==> src/rtl/pipeline_ctrl_pkg.sv <==
// Shared encodings for the pipeline sequencing controller.
// Controller FSM states and architectural register constants.
package pipeline_ctrl_pkg;

    localparam logic [1:0] ST_RUN      = 2'd0;
    localparam logic [1:0] ST_MEM_WAIT = 2'd1;
    localparam logic [1:0] ST_MDU_WAIT = 2'd2;

    localparam logic [4:0] REG_X0 = 5'd0;

endpackage

==> src/rtl/pipeline_ctrl_load_use_detect.sv <==
// Load-use hazard detect: load in EX feeding a source of the ID instruction.
// Writes to x0 are discarded, so they never create a dependency.
module load_use_detect
    import pipeline_ctrl_pkg::*;
(
    input  logic       memread_id_ex,
    input  logic [4:0] rd_id_ex,
    input  logic [4:0] rs1_id,
    input  logic [4:0] rs2_id,
    output logic       hazard
);

    logic rd_live;
    logic rs_match;

    assign rd_live  = rd_id_ex != REG_X0;
    assign rs_match = (rd_id_ex == rs1_id) | (rd_id_ex == rs2_id);
    assign hazard   = memread_id_ex & rd_live & rs_match;

endmodule

==> src/rtl/pipeline_ctrl.sv <==
// Pipeline sequencing controller: merges stall/flush causes into
// per-stage enables and flushes, with wait FSM, watchdog and stall counter.
module pipeline_ctrl
    import pipeline_ctrl_pkg::*;
#(
    parameter int unsigned CNT_W      = 16,
    parameter int unsigned WAIT_LIMIT = 64
) (
    input  logic             clk,
    input  logic             rst_n,
    input  logic             memread_id_ex,
    input  logic [4:0]       rd_id_ex,
    input  logic [4:0]       rs1_id,
    input  logic [4:0]       rs2_id,
    input  logic             branch_taken,
    input  logic             imem_ready,
    input  logic             dmem_req,
    input  logic             dmem_ready,
    input  logic             mdu_start,
    input  logic             mdu_done,
    output logic             pc_en,
    output logic             if_id_en,
    output logic             id_ex_en,
    output logic             ex_mem_en,
    output logic             mem_wb_en,
    output logic             flush_if_id,
    output logic             flush_id_ex,
    output logic             flush_ex_mem,
    output logic [1:0]       ctrl_state,
    output logic [CNT_W-1:0] stall_cycles,
    output logic             err_timeout
);

    localparam int unsigned WC_W = $clog2(WAIT_LIMIT + 1);
    localparam logic [WC_W-1:0] WAIT_MAX = WC_W'(WAIT_LIMIT);

    logic [1:0]      state;
    logic [1:0]      state_nxt;
    logic [1:0]      ret_state;
    logic [1:0]      ret_nxt;
    logic [1:0]      eff;
    logic            mdu_pend;
    logic            pend_nxt;
    logic [WC_W-1:0] wait_cnt;
    logic [WC_W-1:0] wait_nxt;

    logic in_mem;
    logic stall_all;
    logic mdu_busy;
    logic load_use;
    logic sel_mem;
    logic sel_br;
    logic sel_mdu;
    logic sel_imem;
    logic sel_lu;

    load_use_detect u_lud (
        .memread_id_ex (memread_id_ex),
        .rd_id_ex      (rd_id_ex),
        .rs1_id        (rs1_id),
        .rs2_id        (rs2_id),
        .hazard        (load_use)
    );

    // On dmem_ready in MEM_WAIT the saved state's rules apply this same cycle.
    always_comb begin
        in_mem    = state == ST_MEM_WAIT;
        eff       = in_mem ? ret_state : state;
        stall_all = in_mem ? !dmem_ready : (dmem_req & !dmem_ready);
        mdu_busy  = ((eff == ST_RUN) & mdu_start & !mdu_done)
                  | ((eff == ST_MDU_WAIT) & !mdu_done & !mdu_pend);

        sel_mem  = stall_all;
        sel_br   = !stall_all & branch_taken;
        sel_mdu  = !stall_all & !branch_taken & mdu_busy;
        sel_imem = !stall_all & !branch_taken & !mdu_busy & !imem_ready;
        sel_lu   = !stall_all & !branch_taken & !mdu_busy & imem_ready
                 & load_use;

        pc_en        = 1'b1;
        if_id_en     = 1'b1;
        id_ex_en     = 1'b1;
        ex_mem_en    = 1'b1;
        mem_wb_en    = 1'b1;
        flush_if_id  = 1'b0;
        flush_id_ex  = 1'b0;
        flush_ex_mem = 1'b0;
        state_nxt    = ST_RUN;
        ret_nxt      = ret_state;
        pend_nxt     = 1'b0;

        unique case (1'b1)
            sel_mem: begin
                pc_en     = 1'b0;
                if_id_en  = 1'b0;
                id_ex_en  = 1'b0;
                ex_mem_en = 1'b0;
                mem_wb_en = 1'b0;
                state_nxt = ST_MEM_WAIT;
                // A MUL/DIV caught behind the memory stall resumes its wait afterwards.
                if (!in_mem) begin
                    ret_nxt = mdu_busy ? ST_MDU_WAIT : ST_RUN;
                end
                pend_nxt  = mdu_pend | (in_mem & mdu_done);
            end
            sel_br: begin
                flush_if_id = 1'b1;
                flush_id_ex = 1'b1;
            end
            sel_mdu: begin
                pc_en        = 1'b0;
                if_id_en     = 1'b0;
                id_ex_en     = 1'b0;
                flush_ex_mem = 1'b1;
                state_nxt    = ST_MDU_WAIT;
            end
            sel_imem: begin
                pc_en       = 1'b0;
                flush_if_id = 1'b1;
            end
            sel_lu: begin
                pc_en       = 1'b0;
                if_id_en    = 1'b0;
                flush_id_ex = 1'b1;
            end
            default: ;
        endcase

        if (!rst_n) begin
            pc_en        = 1'b0;
            if_id_en     = 1'b1;
            id_ex_en     = 1'b1;
            ex_mem_en    = 1'b1;
            mem_wb_en    = 1'b1;
            flush_if_id  = 1'b1;
            flush_id_ex  = 1'b1;
            flush_ex_mem = 1'b1;
        end

        if (state_nxt == ST_RUN) begin
            wait_nxt = '0;
        end else if (state != ST_RUN && wait_cnt != WAIT_MAX) begin
            wait_nxt = wait_cnt + WC_W'(1);
        end else begin
            wait_nxt = wait_cnt;
        end
    end

    always_ff @(posedge clk) begin
        if (!rst_n) begin
            state        <= ST_RUN;
            ret_state    <= ST_RUN;
            mdu_pend     <= 1'b0;
            wait_cnt     <= '0;
            stall_cycles <= '0;
            err_timeout  <= 1'b0;
        end else begin
            state       <= state_nxt;
            ret_state   <= ret_nxt;
            mdu_pend    <= pend_nxt;
            wait_cnt    <= wait_nxt;
            err_timeout <= err_timeout | (wait_nxt == WAIT_MAX);
            if (!pc_en) begin
                stall_cycles <= stall_cycles + CNT_W'(1);
            end
        end
    end

    assign ctrl_state = state;

endmodule

==> config.mk <==
export PLATFORM = sky130hd
export DESIGN_NAME = pipeline_ctrl
export DESIGN_NICKNAME = d
export VERILOG_FILES = /design/src/rtl/pipeline_ctrl_pkg.sv /design/src/rtl/pipeline_ctrl_load_use_detect.sv /design/src/rtl/pipeline_ctrl.sv
export SDC_FILE = /design/constraint.sdc
export NUM_CORES = 1
export LEC_CHECK = 0
export ABC_AREA = 1
export BUFFER_PORTS_ARGS = -buffer_cell sky130_fd_sc_hd__clkbuf_2
export CAP_MARGIN = 20
export CORE_ASPECT_RATIO = 1.2
export CORE_MARGIN = 2
export CORE_UTILIZATION = 40
export DETAILED_ROUTE_END_ITERATION = 10
export GPL_TIMING_DRIVEN = 0
export HOLD_SLACK_MARGIN = 0.03
export SETUP_SLACK_MARGIN = 0.3
export SYNTH_ARGS = -nofsm -noshare
export SYNTH_HDL_FRONTEND = slang
export SYNTH_SLANG_ARGS = --single-unit
==> constraint.sdc <==
create_clock -name clk -period 1.7 [get_ports clk]
set_input_delay 0.34 -clock clk [delete_from_list [all_inputs] [get_ports clk]]
set_output_delay 0.34 -clock clk [all_outputs]
set_load 0.1 [all_outputs]
## Yosys cells after proc, flatten, opt, wreduce, memory -nomap -nowiden

Cells that the tools add are included.

| word-level totals | value |
|---|---|
| bits in read-only memories | 0 |
| bits in latches | 0 |
| register bits after elaboration | 29 |
| RAM bits | 0 |
| memories | 0 |

| cells by class | value |
|---|---|
| div/mod/pow operators | 0 |
| $add $sub $neg | 2 |
| muxes and demuxes | 20 |
| reduce and logical (&&, ||, !) cells | 19 |
| $lt $le $gt $ge | 0 |
| shifts and indexed selects | 0 |
| eq/ne operators | 6 |
| multiply operators | 0 |
| bitwise gates (word level) | 20 |

Operator list:

| cell | count |
|---|---|
| $add A16 B1 Y16 const B | 1 |
| $and A1 B1 Y1 | 15 |
| $mux W1 | 15 |
| $mux W7 | 2 |
| $eq A5 B5 Y1 | 2 |
| $add A7 B1 Y7 const B | 1 |
| $eq A7 B7 Y1 const B | 1 |
| $logic_not A1 Y1 | 7 |
| $ne A7 B7 Y1 const B | 1 |
| $reduce_or A2 Y1 | 3 |
| $reduce_bool A5 Y1 | 1 |
| $logic_not A2 Y1 | 2 |
| $mux W2 | 2 |
| $or A1 B1 Y1 | 4 |
| $pmux W2 S2 | 1 |
| $reduce_and A2 Y1 | 2 |
| $reduce_or A4 Y1 | 1 |
| $reduce_or A3 Y1 | 1 |
| $eq A2 B1 Y1 const B | 1 |
| $eq A2 B2 Y1 const B | 1 |
| $reduce_bool A2 Y1 | 1 |
| $logic_and A1 B1 Y1 | 1 |
| $not A1 Y1 | 1 |

## Longest topological paths before layout

Gate-level depths: netlist of run 1.

| depth | value |
|---|---|
| depth after elaboration | 13 |
| gate-level depth with buffers | 14 |
| mapped depth without buffers | 13 |

## Cells and area by module

Synthesis of run 1 repeated with hierarchy kept, for this count alone.

| unflattened totals | value |
|---|---|
| cell total of the unflattened synthesis | 287 |
| area, all modules | 1,804.2 um2 |

By module, submodules not included:

| module | cells each | seq. area each (um2) | area each (um2) | times used |
|---|---|---|---|---|
| pipeline_ctrl | 242 | 560.5 | 1,609.0 | 1 |
| load_use_detect | 45 | 0.0 | 195.2 | 1 |

## Worst setup path before layout of run 1

OpenSTA, ideal clock, no wires.

| timing | value |
|---|---|
| kind | register to output |
| start point | register state[0], in the netlist ctrl_state[0] |
| end point | output flush_id_ex |
| slack | -1.175 ns |
| required time | 1.360 ns |
| cell stages (with the launch flop) | 10 |
| data arrival time | 2.535 ns |
| cell sequence | dfxtp_1 inv_1 nand2_2 nand3_1 nand3_4 nand2_1 inv_1 nand3_2 buf_2 nand2_1 |

| on the way | value |
|---|---|
| word-level cells in the longest chain between the ends | 13 |
| elaborated cells between the ends (all ways) | 20 |

Ends and longest elaborated chain:

| what | RTL line | source |
|---|---|---|
| start: declaration | pipeline_ctrl.sv:37 | `logic [1:0] state;` |
| start signal: assignment | pipeline_ctrl.sv:158 | `state <= state_nxt;` |
| $eq A2 B1 Y1 | pipeline_ctrl.sv:67 | `in_mem = state == ST_MEM_WAIT;` |
| $mux W2 | pipeline_ctrl.sv:68 | `eff = in_mem ? ret_state : state;` |
| $eq A2 B2 Y1 / $logic_not A2 Y1 (equally long branches) | pipeline_ctrl.sv:71, pipeline_ctrl.sv:70 |  |
| $and A1 B1 Y1 (on tied branches) (2 in series) | pipeline_ctrl.sv:71, pipeline_ctrl.sv:70 |  |
| $or A1 B1 Y1 | pipeline_ctrl.sv:71 | `\| ((eff == ST_MDU_WAIT) & !mdu_done & !mdu_pend);` |
| $logic_not A1 Y1 | pipeline_ctrl.sv:77 | `sel_lu = !stall_all & !branch_taken & !mdu_busy & imem_ready` |
| $and A1 B1 Y1 (2 in series) | pipeline_ctrl.sv:77 |  |
| $and A1 B1 Y1 | pipeline_ctrl.sv:78 | `& load_use;` |
| $reduce_or A2 Y1 (no source line) * | n/a |  |
| $mux W1 * | pipeline_ctrl.sv:92 | `unique case (1'b1)` |
| $mux W1 * | pipeline_ctrl.sv:129 | `if (!rst_n) begin` |
| end: declaration | pipeline_ctrl.sv:27 | `output logic flush_id_ex,` |

Mark *: on every way between the ends. The rest lies on a longest branch, timed or not.

## Worst setup path in the final report of run 1

| timing | value |
|---|---|
| start point | register state[1], in the netlist ctrl_state[1] |
| end point | output pc_en |

| on the way | value |
|---|---|
| word-level cells in the longest chain between the ends | 13 |
| elaborated cells between the ends (all ways) | 21 |

Ends and longest elaborated chain:

| what | RTL line | source |
|---|---|---|
| $eq A2 B1 Y1 | pipeline_ctrl.sv:67 |  |
| $mux W2 | pipeline_ctrl.sv:68 |  |
| $eq A2 B2 Y1 / $logic_not A2 Y1 (equally long branches) | pipeline_ctrl.sv:71, pipeline_ctrl.sv:70 |  |
| $and A1 B1 Y1 (on tied branches) (2 in series) | pipeline_ctrl.sv:71, pipeline_ctrl.sv:70 |  |
| $or A1 B1 Y1 | pipeline_ctrl.sv:71 |  |
| $logic_not A1 Y1 | pipeline_ctrl.sv:76, pipeline_ctrl.sv:77 |  |
| $and A1 B1 Y1 | pipeline_ctrl.sv:76, pipeline_ctrl.sv:77 |  |
| $and A1 B1 Y1 | pipeline_ctrl.sv:77 |  |
| $and A1 B1 Y1 | pipeline_ctrl.sv:78 |  |
| $reduce_or A4 Y1 (no source line) * | n/a |  |
| $mux W1 * | pipeline_ctrl.sv:92 |  |
| $mux W1 * | pipeline_ctrl.sv:129 |  |
| end: declaration | pipeline_ctrl.sv:21 | `output logic pc_en,` |

Marks and branches as above.

==> results of run 1 <==
[per-stage QoR]
stage	TNS, ns	hold slack [ns]	setup WS, ns
floorplan	-3.28	0.426	-0.458
global placement	-3.13	0.433	-0.531
detailed placement	-3.32	0.440	-0.550
CTS	-2.46	0.310	-0.407
global route	-4.61	0.338	-0.484
finish	-2.76	0.332	-0.390
[tightest hold or removal path, cell delays in order]
cell and delay (ns):
clkbuf_2 0.10, nand2_1 0.07, a21oi_1 0.06
[synth_stat cells (all sizes together)]
cell     n
nor4     1
clkbuf   1
buf      7
inv     49
clkinv   1
a21oi   18
xor2     9
o21ai   10
nand3   18
xnor2    9
dfxtp   28
ha       3
nor3     6
nand2   89
nor2    32
nand4   18
[what timing repair did]
item | in CTS | in global routing
cloned | 1 | 0
endpoints found under the setup margin | 48 | 38
pin swaps | 10 | 11
gates resized for setup | 73 | 37
buffers inserted | 15 | 6
[registers in the layout (all words and copies together) (netlist names)]
register      cells
err_timeout       1
mdu_pend          1
wait_cnt          7
ret_state         1
stall_cycles     16
ctrl_state        2
[area by class of cell]
type | instances | area (um^2) | area share, %
Tap cell | 58 | 72.6 | 2.45
Buffer | 8 | 95.1 | 3.21
Multi-Input combinational cell | 213 | 1280 | 43.1
Clock buffer | 4 | 66.3 | 2.24
Inverter | 50 | 208 | 7.01
Sequential cell | 28 | 599 | 20.2
Timing Repair Buffer | 72 | 644 | 21.7
[power by group]
| part | internal, mW | total [mW] | leakage, nW | switching, mW |
|---|---|---|---|---|
| Clock | 0.257 | 0.486 | 0.0339 | 0.229 |
| Combinational | 0.226 | 0.611 | 1.09 | 0.385 |
| Sequential | 0.668 | 0.686 | 0.237 | 0.0171 |
[metal layers]
layer	global-route usage, %	routed length, um	share of wire (%)
met5	0	0	0
met1	24.0	2290	42
met4	8.37	95	1.8
met3	2.12	152	2.8
met2	40.1	2880	53
[logic make-up after synthesis]
kind of cell | Yosys count | share of synthesized area [%]
AOI/OAI and AO/OA | 28 | 8.09
xor gates and xnor gates | 18 | 8.42
adders and majority gates | 3 | 2.01
buffers and inverters | 58 | 12.9
DFF | 28 | 29.9
and+or+nand+nor | 164 | 38.6
[worst min-delay path by stage]
| stage | from | end | slack [ns] | depth (start not counted) |
|---|---|---|---|---|
| after floorplan | mdu_pend | mdu_pend | 0.43 | 2 |
| after CTS | mdu_done | mdu_pend | 0.31 | 3 |
| after global routing | mdu_done | mdu_pend | 0.34 | 3 |
| after detailed placement | err_timeout | err_timeout | 0.44 | 2 |
| after global placement | err_timeout | err_timeout | 0.43 | 2 |
| final | mdu_done | mdu_pend | 0.33 | 3 |
==> results.yml, run 1 <==
global_route:
  grt_max_degree: 17
  grt_pass1_vias: 2092
  grt_pass1_wl_um: 8870
  antenna_found_initial: 0
  grt_usage_pct: 21.3
  grt-ovfl-total: 0
worst_setup_path:
  crit_type: "flip-flop to output port"
  cp_top_family: "buffers and inverters"
  critPathRequiredTime_ns: 1.36
  critPathLaunch: "ctrl_state[1]"
  cp-start-kind: "flip-flop"
  endpoint: "pc_en"
  crit_path_max_incr_delay_ns: 0.39
  arrival_ns: 1.75
  cp_slowest_cell: "dfxtp_4"
  reg2reg_depth: 17
  rr_startpoint: "ctrl_state[1]"
  regToRegSetupSlack_ns: -0.13
  critical_path_depth: 11
  cp_max_fo: 3
  crit_chain: "inv_6 -> nand2_2 -> nand2_4 -> a21oi_4 -> nand2_2 -> inv_2 -> nand3_4 -> nand3_4 -> buf_6 -> clkinvlp_4 -> clkbuf_16"
  end_kind: "output port"
  critPathBufInv: 5
  r2r-end: "stall_cycles[5]"
logic_synthesis:
  syn_avg_cell_area_um2: 6.26
  synthTopCellsByArea: "dfxtp_1 (30%), nand2_1 (17%), inv_1 (9.2%)"
  syn_inst: 299
  netlist_area_um2: 1870
  yosys_warnings: 0
  ys_ff_latch: 28
  yosysTopAreaCell: "dfxtp_1"
  syn_nets: 326
  ys_types: 24
  ys_seq_area_share_pct: 29.9
  synth_top_area_share_pct: 29.9
drt:
  drc: 0
  dr.pass1.iters: 4
  via_count: 2101
  routed_via_density: 4.85
  drtIter0Drc: 34
  wl_per_cell_um: 12.5
  ant_nets: 0
  wl_um: 5420
die:
  boundaryPins: 51
  die_w_um: 66.4
  die_area_um2: 5240
  core-area_um2: 4560
  die_y_um: 78.9
  initial_core_util_pct: 41.0
  rows: 27
pwr:
  irDropWorstVdd_v: 0.000299
  p_per_area_nw_per_um2: 601
  p_total_mw: 1.78
  leakagePower_nw: 1.37
layout:
  final_cells: 433
  drive_gt1_share_pct: 40.8
  layout_common_cells: "nand2_1 (68), inv_1 (41), nor2_1 (27), clkbuf_2 (23), buf_4 (20)"
  area_delta_synth_final_pct: 58.4
  fillers: 434
  antenna_cells: 0
  utilization_pct: 65.0
  nNetsFinal: 403
  layout_commonest_cell: "nand2_1"
  postLayoutCellArea_um2: 2960
clock_network:
  root_buffer: "clkbuf_8"
  clk_pin_slew_ns: 0.10
  clock_path_buffers: 2
  clock_latency_ns: 0.28
  clock_sinks: 28
  cts-hold-fix-buffers: 0
  cts_buffers: 3
  htree_levels: 1
  cts_tree: "built"
place:
  dpl.cell_count: 407
  place_congestion: 0.891
  dpl_cell_area_um2: 2310
  io_buffers: 50
  dp.final_hpwl_um: 3750
job:
  drv_cap: 0
sta:
  fin_crit_sh_pct: 123
  setup_slack_ns: -0.390
  fmax_mhz: 479
  finalSetupViolCount: 18
  maxSlewViolCount: 0
  rsz0062_at_grt: "true"
  tightest_slew_ns: 0.454
  slew_headroom_pct: 69.7
  fin_skew_ns: 0.00349
  period_minus_slack_ns: 2.09
  finalHoldViolations: 0
run_status:
  outcome: "complete, but fails checks"
  violations: "setup timing"
min_path:
  hold_path_class: "input pin to flip-flop"
Note: power is estimated with default switching activity, not from simulation.
==> run 2, diff against run 1 <==
Settings changed: PLACE_DENSITY from default to 0.66.
Clock period 1.7 ns to 1.8 ns, I/O delays scaled along.
==> run 2 against run 1 <==
Net effect:
- the flow still finishes with violations (setup timing)
- critical path depth stayed put
- cell count is 0.23% lower
- first-iteration DRC count is 100% higher
- critical path type unchanged
- via count is 2.8% higher
- sequential share of layout area is 0.10 points higher
- die area stayed put
- total power is 6.2% lower
- design area hardly changed
- utilization is 0.055 points lower
- largest cell class unchanged
- register-to-register slack better by 0.22 ns
- routed wire length is 3.2% lower
- clock-buffer cell count stayed put
==> results.yml, run 2 (synthesis gave the netlist of run 1 again) <==
run_status:
  outcome: "complete, but fails checks"
  violations: "setup timing"
drt:
  wl_um: 5240
  dr.pass1.iters: 6
  wl_per_cell_um: 12.1
  drc: 0
  drtIter0Drc: 69
  ant_nets: 0
  via_count: 2159
  routed_via_density: 5.00
place:
  dp.final_hpwl_um: 3690
  dpl_cell_area_um2: 2340
  place_congestion: 0.957
  io_buffers: 50
  dpl.cell_count: 407
clock_network:
  htree_levels: 1
  clk_pin_slew_ns: 0.10
  clock_path_buffers: 2
  cts_buffers: 3
  clock_sinks: 28
  root_buffer: "clkbuf_8"
  cts-hold-fix-buffers: 0
  clock_latency_ns: 0.27
  cts_tree: "built"
die:
  core-area_um2: 4560
  initial_core_util_pct: 41.0
  rows: 27
  die_area_um2: 5240
  die_y_um: 78.9
  die_w_um: 66.4
  boundaryPins: 51
pwr:
  leakagePower_nw: 1.37
  irDropWorstVdd_v: 0.000320
  p_comb_share_pct: 34.4
  p_per_area_nw_per_um2: 564
  p_sw_share_pct: 35.3
  pwr-share-seq_pct: 38.7
  intPower_mw: 1.08
  pwr-share-clk_pct: 26.9
  power_switching_uw: 590
job:
  drv_cap: 0
worst_setup_path:
  cp_max_fo: 4
  end_kind: "output port"
  critPathRequiredTime_ns: 1.44
  crit_type: "flip-flop to output port"
  critPathLaunch: "ctrl_state[0]"
  rr_startpoint: "ctrl_state[0]"
  crit_chain: "inv_2 -> nand2_4 -> nand2_2 -> nand2_2 -> nand3_4 -> o21ai_4 -> inv_4 -> nand3_4 -> buf_6 -> clkinvlp_4 -> clkbuf_16"
  cp-start-kind: "flip-flop"
  cp_slowest_cell: "dfxtp_4"
  crit_path_max_incr_delay_ns: 0.40
  arrival_ns: 1.76
global_route:
  grt-ovfl-total: 0
  grt_pass1_vias: 1989
  grt_pass1_wl_um: 8830
  grt_usage_pct: 21.0
  antenna_found_initial: 0
  grt_max_degree: 17
layout:
  final_cells: 432
  layout_commonest_cell: "nand2_1"
  layout_common_cells: "nand2_1 (69), inv_1 (40), nor2_1 (29), clkbuf_2 (28)"
  postLayoutCellArea_um2: 2960
  regArea_um2: 602
  top_register: "stall_cycles"
  largest_register_ffs: 16
  multiInputGateArea_um2: 1320
  antenna_cells: 0
  drive_gt1_share_pct: 42.0
  area_delta_synth_final_pct: 58.2
  utilization_pct: 64.9
  fillers: 409
  nNetsFinal: 402
sta:
  finalHoldViolations: 0
  fin_skew_ns: 0.00542
  fin_crit_sh_pct: 118
  setup_slack_ns: -0.316
  slew_headroom_pct: 64.3
  finalSetupViolCount: 8
  maxSlewViolCount: 0
  rsz0062_at_grt: "true"
  fmax_mhz: 473
  tightest_slew_ns: 0.539
  period_minus_slack_ns: 2.12
min_path:
  min-delay-start: "mdu_done"
  hold_path_class: "input pin to flip-flop"
==> run 2: changes by cell type in the layout (fill, tap and decap cells not counted), moves of 3 or more <==
cell,delta
a21oi_1,-4
a21oi_2,+3
buf_2,+7
buf_6,-3
clkbuf_2,+5
clkbuf_4,-8
nand2_2,-4
o21ai_2,+3
==> run 2: what timing repair did <==
item,in CTS,in global routing
pin swaps,11,14
resized for setup,61,40
setup buffers,12,8
setup endpoints to repair,32,36
gates cloned,1,0
==> run 2: layout make-up <==
class	instances	share of cell area, %
tap	58	2.45
timing repair buffer	71	20.3
inverter	50	7.01
buffer	8	3.21
clock buffer	4	2.24
multi-input combinational	213	44.5
sequential	28	20.3
==> run 2: final timing paths <==
check        slack, ns  cells after the start               to
min               0.35                      3         mdu_pend
max              -0.32                     11            pc_en
min reg2reg       0.45                      2      err_timeout
max reg2reg       0.09                     16  stall_cycles[5]
==> run 2: worst max-delay path, delay by kind of cell, from the launching register on <==
kind / cells / cell delay [ns]
DFF: 1 / 0.40
buffers and inverters: 5 / 0.49
and+or+nand+nor: 5 / 0.40
AOI/OAI and AO/OA: 1 / 0.19
==> run 2: per-stage QoR <==
step / TNS, ns / hold slack [ns] / power (mW) / worst slack [ns]
6_report: -1.61 / 0.347 / 1.67 / -0.316
5_1_grt: -2.30 / 0.356 / 1.75 / -0.402
4_1_cts: -1.31 / 0.343 / 1.64 / -0.313
3_5_place_dp: -2.20 / 0.438 / 1.09 / -0.474
3_3_place_gp: -2.11 / 0.433 / 1.08 / -0.447
2_1_floorplan: -2.05 / 0.426 / 0.997 / -0.371
==> run 2: per-layer routing <==
layer	routed length, um	global-route usage [%]
met5	0	0
met4	116	5.71
met2	2780	39.0
met3	199	2.12
met1	2150	25.2
==> run 2: power by group through the flow <==
stage | combinational, mW | clock [mW] | sequential (mW)
floorplan | 0.258 | 0 | 0.739
global placement | 0.421 | 0 | 0.660
detailed placement | 0.425 | 0 | 0.660
CTS | 0.532 | 0.465 | 0.647
global route | 0.613 | 0.487 | 0.650
finish | 0.575 | 0.450 | 0.647
